==> src/rtl/hf_reader_frame_sequencer.sv <==
`default_nettype none
// ============================================================================
// Module      : hf_reader_frame_sequencer
// Description : ISO14443-A reader-side frame sequencer. Sends bytes as
//               Modified-Miller carrier pauses (SOF, data, odd parity, EOF),
//               then listens for the tag's first response bit and reports
//               the frame-delay time in carrier cycles, or a timeout.
// Revision    : 1.0 - initial release
// ============================================================================
module hf_reader_frame_sequencer #(
  parameter int unsigned PAUSE_LEN = 32,
  parameter logic [15:0] MIN_FDT   = 16'd1100,
  parameter logic [15:0] TIMEOUT   = 16'd9000
) (
  input  logic        osc_clk,
  input  logic        nreset,
  input  logic        start,
  input  logic        abort,
  input  logic [7:0]  tx_data,
  input  logic        tx_valid,
  input  logic        tx_last,
  output logic        tx_ready,
  input  logic        rx_mod,
  output logic        mod_pause,
  output logic [2:0]  mode,
  output logic        busy,
  output logic        done,
  output logic        rsp,
  output logic        timeout,
  output logic        underrun,
  output logic [15:0] fdt_count
);

  typedef enum logic [2:0] {
    ST_IDLE   = 3'd0,
    ST_SOF    = 3'd1,
    ST_DATA   = 3'd2,
    ST_PARITY = 3'd3,
    ST_EOF0   = 3'd4,
    ST_EOFY   = 3'd5,
    ST_LISTEN = 3'd6
  } state_t;

  typedef enum logic [1:0] {
    SEQ_X = 2'd0,
    SEQ_Y = 2'd1,
    SEQ_Z = 2'd2
  } seq_t;

  localparam logic [2:0] MODE_READER_MOD    = 3'b100;
  localparam logic [2:0] MODE_READER_LISTEN = 3'b011;
  localparam logic [7:0] PAUSE_W            = 8'(PAUSE_LEN);

  state_t      state_q, state_d;
  logic [6:0]  ph_q, ph_d;
  logic [2:0]  bit_q, bit_d;
  logic [7:0]  data_q, data_d;
  logic        last_q, last_d;
  logic        prev_q, prev_d;
  logic        mod_pause_q, mod_pause_d;
  logic [15:0] cnt_q, cnt_d;
  logic        done_q, done_d;
  logic        rsp_q, rsp_d;
  logic        timeout_q, timeout_d;
  logic        underrun_q, underrun_d;
  logic [15:0] fdt_q, fdt_d;

  logic        in_frame;
  logic        period_end;
  logic        cur_bit;
  logic        in_window;
  seq_t        seq;

  assign in_frame   = (state_q != ST_IDLE) && (state_q != ST_LISTEN);
  assign period_end = (ph_q == 7'd127);

  // Logical bit of the current period and its Miller sequence / pause window.
  always_comb begin
    cur_bit   = 1'b0;
    seq       = SEQ_Y;
    in_window = 1'b0;
    case (state_q)
      ST_DATA:   cur_bit = data_q[bit_q];
      ST_PARITY: cur_bit = ~^data_q;
      default:   cur_bit = 1'b0;
    endcase
    if (state_q == ST_SOF) begin
      seq = SEQ_Z;
    end else if ((state_q == ST_DATA) || (state_q == ST_PARITY) || (state_q == ST_EOF0)) begin
      if (cur_bit)     seq = SEQ_X;
      else if (prev_q) seq = SEQ_Y;
      else             seq = SEQ_Z;
    end
    case (seq)
      SEQ_Z:   in_window = ({1'b0, ph_q} < PAUSE_W);
      SEQ_X:   in_window = ({1'b0, ph_q} >= 8'd64) && ({1'b0, ph_q} < (8'd64 + PAUSE_W));
      default: in_window = 1'b0;
    endcase
  end

  // Next-state, byte handshake, fdt counter and completion status; abort wins.
  always_comb begin
    state_d     = state_q;
    ph_d        = ph_q + 7'd1;
    bit_d       = bit_q;
    data_d      = data_q;
    last_d      = last_q;
    prev_d      = prev_q;
    mod_pause_d = in_frame & in_window;
    tx_ready    = 1'b0;
    done_d      = 1'b0;
    rsp_d       = 1'b0;
    timeout_d   = 1'b0;
    underrun_d  = 1'b0;
    fdt_d       = fdt_q;
    cnt_d       = (cnt_q != 16'hFFFF) ? (cnt_q + 16'd1) : cnt_q;

    if (in_frame && period_end) prev_d = cur_bit;

    case (state_q)
      ST_IDLE: begin
        ph_d  = 7'd0;
        bit_d = 3'd0;
        if (start && tx_valid) begin
          state_d  = ST_SOF;
          data_d   = tx_data;
          last_d   = tx_last;
          prev_d   = 1'b0;
          tx_ready = 1'b1;
        end
      end
      ST_SOF: begin
        if (period_end) begin
          state_d = ST_DATA;
          bit_d   = 3'd0;
        end
      end
      ST_DATA: begin
        if (period_end) begin
          if (bit_q == 3'd7) state_d = ST_PARITY;
          else               bit_d   = bit_q + 3'd1;
        end
      end
      ST_PARITY: begin
        if (period_end) begin
          if (last_q) begin
            state_d = ST_EOF0;
          end else if (tx_valid) begin
            state_d  = ST_DATA;
            data_d   = tx_data;
            last_d   = tx_last;
            bit_d    = 3'd0;
            tx_ready = 1'b1;
          end else begin
            state_d     = ST_IDLE;
            done_d      = 1'b1;
            underrun_d  = 1'b1;
            mod_pause_d = 1'b0;
          end
        end
      end
      ST_EOF0: begin
        if (period_end) state_d = ST_EOFY;
      end
      ST_EOFY: begin
        if (period_end) state_d = ST_LISTEN;
      end
      ST_LISTEN: begin
        if (cnt_q >= TIMEOUT) begin
          state_d   = ST_IDLE;
          done_d    = 1'b1;
          timeout_d = 1'b1;
          fdt_d     = TIMEOUT;
        end else if (rx_mod && (cnt_q >= MIN_FDT)) begin
          state_d = ST_IDLE;
          done_d  = 1'b1;
          rsp_d   = 1'b1;
          fdt_d   = cnt_q;
        end
      end
      default: state_d = ST_IDLE;
    endcase

    if (abort) begin
      state_d     = ST_IDLE;
      mod_pause_d = 1'b0;
      tx_ready    = 1'b0;
      done_d      = 1'b0;
      rsp_d       = 1'b0;
      timeout_d   = 1'b0;
      underrun_d  = 1'b0;
      fdt_d       = fdt_q;
      data_d      = data_q;
      last_d      = last_q;
    end

    // Every pause end restarts the fdt count, so the last one leaves it
    // referenced to the final pause of the frame.
    if (mod_pause_q && !mod_pause_d) cnt_d = 16'd0;
  end

  // State and datapath registers, on the carrier falling edge.
  always_ff @(negedge osc_clk or negedge nreset) begin
    if (!nreset) begin
      state_q     <= ST_IDLE;
      ph_q        <= 7'd0;
      bit_q       <= 3'd0;
      data_q      <= 8'd0;
      last_q      <= 1'b0;
      prev_q      <= 1'b0;
      mod_pause_q <= 1'b0;
      cnt_q       <= 16'd0;
      done_q      <= 1'b0;
      rsp_q       <= 1'b0;
      timeout_q   <= 1'b0;
      underrun_q  <= 1'b0;
      fdt_q       <= 16'd0;
    end else begin
      state_q     <= state_d;
      ph_q        <= ph_d;
      bit_q       <= bit_d;
      data_q      <= data_d;
      last_q      <= last_d;
      prev_q      <= prev_d;
      mod_pause_q <= mod_pause_d;
      cnt_q       <= cnt_d;
      done_q      <= done_d;
      rsp_q       <= rsp_d;
      timeout_q   <= timeout_d;
      underrun_q  <= underrun_d;
      fdt_q       <= fdt_d;
    end
  end

  assign mod_pause = mod_pause_q;
  assign mode      = in_frame ? MODE_READER_MOD : MODE_READER_LISTEN;
  assign busy      = (state_q != ST_IDLE);
  assign done      = done_q;
  assign rsp       = rsp_q;
  assign timeout   = timeout_q;
  assign underrun  = underrun_q;
  assign fdt_count = fdt_q;

endmodule
`default_nettype wire

==> config.mk <==
export PLATFORM = sky130hd
export DESIGN_NAME = hf_reader_frame_sequencer
export DESIGN_NICKNAME = d
export VERILOG_FILES = /design/src/rtl/hf_reader_frame_sequencer.sv
export SDC_FILE = /design/constraint.sdc
export NUM_CORES = 1
export LEC_CHECK = 0
export BUFFER_PORTS_ARGS = -buffer_cell sky130_fd_sc_hd__buf_2
export CELL_PAD_IN_SITES_DETAIL_PLACEMENT = 0
export CELL_PAD_IN_SITES_GLOBAL_PLACEMENT = 2
export CORE_UTILIZATION = 33
export DETAILED_ROUTE_END_ITERATION = 6
export HOLD_SLACK_MARGIN = 0.05
export PLACE_DENSITY = 0.71
export SLEW_MARGIN = 20
export SYNTH_ARGS = -nofsm -noshare
export SYNTH_HDL_FRONTEND = slang
export SYNTH_SLANG_ARGS = --single-unit
==> constraint.sdc <==
create_clock -name osc_clk -period 2.11 [get_ports osc_clk]
set_input_delay 0.211 -clock osc_clk [delete_from_list [all_inputs] [get_ports osc_clk]]
set_output_delay 0.211 -clock osc_clk [all_outputs]
set_load 0.02 [all_outputs]
After elaboration in Yosys (flattened, before gate mapping)
Index checks and enable logic that the tools add are counted.
{"block": "word_totals", "reg_bits": 60, "inputBits": 15, "out_inout_bits": 26, "word_cells": 145}
{"block": "classes", "addsub": 3, "n_lt_le_gt_ge": 6, "n_eq_ne": 26, "muxes": 73, "n_bitwise": 2, "n_reduce_logical": 22}
{"op": "$mux W16", "n": 4}
{"op": "$mux W3", "n": 18}
{"op": "$mux W1", "n": 32}
{"op": "$mux W8", "n": 4}
{"op": "$ne A3 B3 Y1 const B", "n": 7}
{"op": "$pmux W3 S7", "n": 1}
{"op": "$add A16 B1 Y16 const B", "n": 1}
{"op": "$ge A16 B11 Y1 const B", "n": 1}
{"op": "$ge A16 B14 Y1 const B", "n": 1}
{"op": "$ne A16 B16 Y1 const B", "n": 1}
{"op": "$pmux W8 S2", "n": 1}
{"op": "$ne A2 B2 Y1 const B", "n": 7}
{"op": "$eq A3 B3 Y1 const B", "n": 4}
{"op": "$pmux W3 S4", "n": 1}
{"op": "$mux W2", "n": 5}
{"op": "$pmux W1 S2", "n": 5}
{"op": "$reduce_and A8 Y1", "n": 1}
{"op": "$reduce_xnor A8 Y1", "n": 1}
{"op": "$add A7 B1 Y7 const B", "n": 1}
{"op": "$eq A7 B7 Y1 const B", "n": 1}
{"op": "$ge A7 B7 Y1 const B", "n": 1}
{"op": "$lt A7 B6 Y1 const B", "n": 1}
{"op": "$lt A7 B7 Y1 const B", "n": 1}
{"op": "$mux W7", "n": 1}
{"op": "22 further kinds", "n": 31}

Longest topological paths before layout
{"block": "depth", "word_depth": 17, "ltp_mapped": 8, "depth_no_buf": 7}

==> summary.md <==
| Metric | Value |
|---|---|
| Placed insts | `502` |
| Die height | `98.13 µm` |
| XOR/XNOR Fraction of Synth Area | `6.606%` |
| Data arrival, critical path | `2.73 ns` |
| IO buf count | `40` |
| Post-DP HPWL | `5.664 mm` |
| Total GRT Usage | `19.12%` |
| Die X | `98.13 µm` |
| Final slew viol count | `0` |
| Synthesized flop and latch total | `60` |
| Failing checks | `design-rule violations, negative setup slack` |
| Clock Latency Late Sink | `between 0.3 and 0.4 ns` |
| Largest family of logic cells by synthesized area | `simple AND/OR/NAND/NOR gates` |
| Final setup violation count | `64` |
| NumNets Final | `around 470` |
| Mapped Avg Cell Area | `10.16 µm²` |
| Count of unique library cells instantiated by Yosys | `slightly below 50` |
| Setup TNS Final | `-8.214 ns` |
| Most common cell after layout, fill and taps aside | `buf_4` |
| Data required, critical path | `1.90 ns` |
| Area grow syn2layout | `69.72%` |
| Wire length on met1 | `3.599 mm` |
| Status | `finished, violations left` |
| Startpoint types | `flip-flop` |
| Gr ovfl total | `0` |
| Final Hold Vio Count | `0` |
| Post-Syn Instances | `300` |
| Largest net degree at the start of global routing | `61` |
| Synth Cell Area | `about 3000 µm²` |
| Non-Filler Instances | `567` |
| Most frequent cells in the layout | `84 x buf_4, 60 x dfrtn_1, 50 x buf_6` |
| Peak supply drop | `0.4957 mV` |
| R2R setup slack | `-0.56 ns` |
| CP Capture Type | `output pin` |
| Post-synthesis mux area share | `6.565%` |
| Max-Cap Viols | `0` |
| Max Clock Skew | `0.007912 ns` |
| DR pass1 iterations | `7` |
| Fillers | `776` |
| Max Used Layer | `met4` |
| Post-synthesis simple-gate area fraction | `between 10% and 20%` |
| Asr flop ratio synth | `100.0%` |
| Layout cells sized above 1 | `54.03%` |
| Final Core Density | `approximately three fifths` |
| CTS Buf Count | `9` |
| Detail Route Antenna Nets | `0` |
| CTS H-tree lvls | `3` |
| Ys flop type | `dfrtn_1` |
| Met2 wire len | `between 4 and 5 mm` |
| DIE AREA | `between 9000 and 10000 µm²` |
| Io pins | `41` |
| Tot Pwr | `0.003608 W` |
| Number of global-route vias before repair | `2950` |
| Max clock buf depth | `2` |
| Clk root buf | `clkbuf_8` |
| EDFF count, synth | `0` |
| Power Density | `about 700 nW/µm²` |
| Worst setup path class | `reg -> out` |
| Unrepaired setup endpoints after global routing | `yes` |
| Pleak | `2.394 nW` |
| Compound-Gate Fraction of Synth Area | `13.25%` |
| Metal3 WL | `257 µm` |
| CTS tree | `yes` |
| ANT cells | `0` |
| CP max FO | `2` |
| Row count | `34` |
| Routed WL | `8.618 mm` |
| Slew headroom | `66.59%` |
| Initial core utilization | `34.46%` |
| Post-route DRC | `5` |
| Clock sinks | `60` |
| Initial DRC Count | `67` |
| Ys Warns | `0` |
| CORE AREA | `8848 µm²` |
| Vias per std cell | `a little under 5` |
| WL per Instance | `about 15 µm` |
| Vias | `2785` |
| Antenna violations before repair | `0` |
| First-pass GRT wire length | `about 14 mm` |
| Register area share after synthesis | `approximately 50%` |
| Worst Hold Class | `reg -> reg` |
| Worst setup margin | `-0.8305 ns` |
| Syn_nets | `320` |
| Adder-Cell Fraction of Synth Area | `under 10%` |
| Clock slew at reported path FFs | `approximately 0.06 ns` |
| Post-CTS Hold Buffers | `0` |
| Slew @ Worst Pin | `0.4957 ns` |
| RePlAce Congestion | `0.8089` |
-- power breakdown --
group | leakage (nW) | internal, W | switching (W) | total [W]
logic | 1.49 | 0.000501 | 0.000441 | 0.000942
clock network | 0.120 | 0.000792 | 0.000530 | 0.00132
registers | 0.788 | 0.00127 | 0.0000759 | 0.00134
total | 2.39 | 0.00256 | 0.00105 | 0.00361
-- sequential cells by signal, indices dropped and copies added, names as in the netlist --
signal and flops:
bit_q 3, cnt_q 16, data_q 8, done 1
fdt_count 16, last_q 1, mod_pause 1, ph_q 7
prev_q 1, rsp 1, state_q 3, timeout 1
underrun 1
-- cell type report --
class	instances	area (µm²)	area share [%]
clock buffers	9	123.9	2.394
flip-flops and latches	60	1501	29.01
well taps	108	135.1	2.611
repair buffers	154	1409	27.22
multi-input cells	208	1798	34.74
clock inverters	7	123.9	2.394
inverters	21	83.83	1.620
-- cell families after synthesis --
group / after synthesis
xor gates and xnor gates: 23
AOI/OAI and AO/OA: 55
and+or+nand+nor: 108
buffers and inverters: 33
adders and majority gates: 5
muxes: 16
DFF: 60
-- critical path, stage by stage (launching register included) --
cell     delay [ns]
dfrtn_1        0.42
ha_2           0.18
and3_4         0.17
and4_4         0.22
a41oi_4        0.10
nor2_4         0.12
buf_6          0.13
-- per-stage QoR --
step | cell area [µm²] | setup WS, ns | hold slack [ns]
5_1_grt | 5175 | -0.8921 | 0.4970
2_1_floorplan | 3193 | -0.7026 | 0.3664
6_report | 5175 | -0.8305 | 0.4865
3_5_place_dp | 3960 | -0.6122 | 0.4291
3_3_place_gp | 3960 | -0.5855 | 0.4317
4_1_cts | 4797 | -0.8619 | 0.4907
-- metal layers --
metal  vias up  track usage, %
met2        47           34.72
met3        12           3.937
met4         0           6.876
met1      1367           22.14
met5         -               0
li1       1359               -
-- path summary, 6_finish.rpt --
check / cells after the start / end / startpoint
hold reg to reg: 2 / ph_q[0]$_DFF_NN0_ / ph_q[0]$_DFF_NN0_
setup reg to reg: 18 / prev_q$_DFF_NN0_ / state_q[1]$_DFFE_NN0P_
hold / removal: 2 / ph_q[0]$_DFF_NN0_ / ph_q[0]$_DFF_NN0_
setup / recovery: 6 / tx_ready / ph_q[1]$_DFF_NN0_
min in group asynchronous: 2 / fdt_count[4]$_DFFE_NN0P_ / nreset
max in group asynchronous: 2 / cnt_q[6]$_DFFE_NN0P_ / nreset
-- synthesized netlist by cell type, types with 3 or more instances --
cell type,instances,area [µm²]
a22oi_1,5,37.54
inv_1,21,78.83
buf_4,3,22.52
a22o_1,8,70.07
xnor2_1,20,175.2
nor2_1,26,97.59
mux2_2,10,112.6
nand2b_1,3,18.77
ha_1,5,62.56
nor3_1,25,125.1
clkbuf_1,5,18.77
nor2b_1,4,25.02
nand2_1,16,60.06
a21oi_1,12,60.06
dfrtn_1,60,1501
xor2_1,3,26.28
and2_1,6,37.54
nand3_1,12,60.06
o21ai_0,12,60.06
or3_1,4,25.02
-- repair_timing --
item                       4_1_cts  5_1_grt
pin swaps                       18       25
setup endpoints to repair       66       71
resized for setup               97       52
buffers inserted                31       25
cloned                           2        1
(Power assumes the default switching activity.)
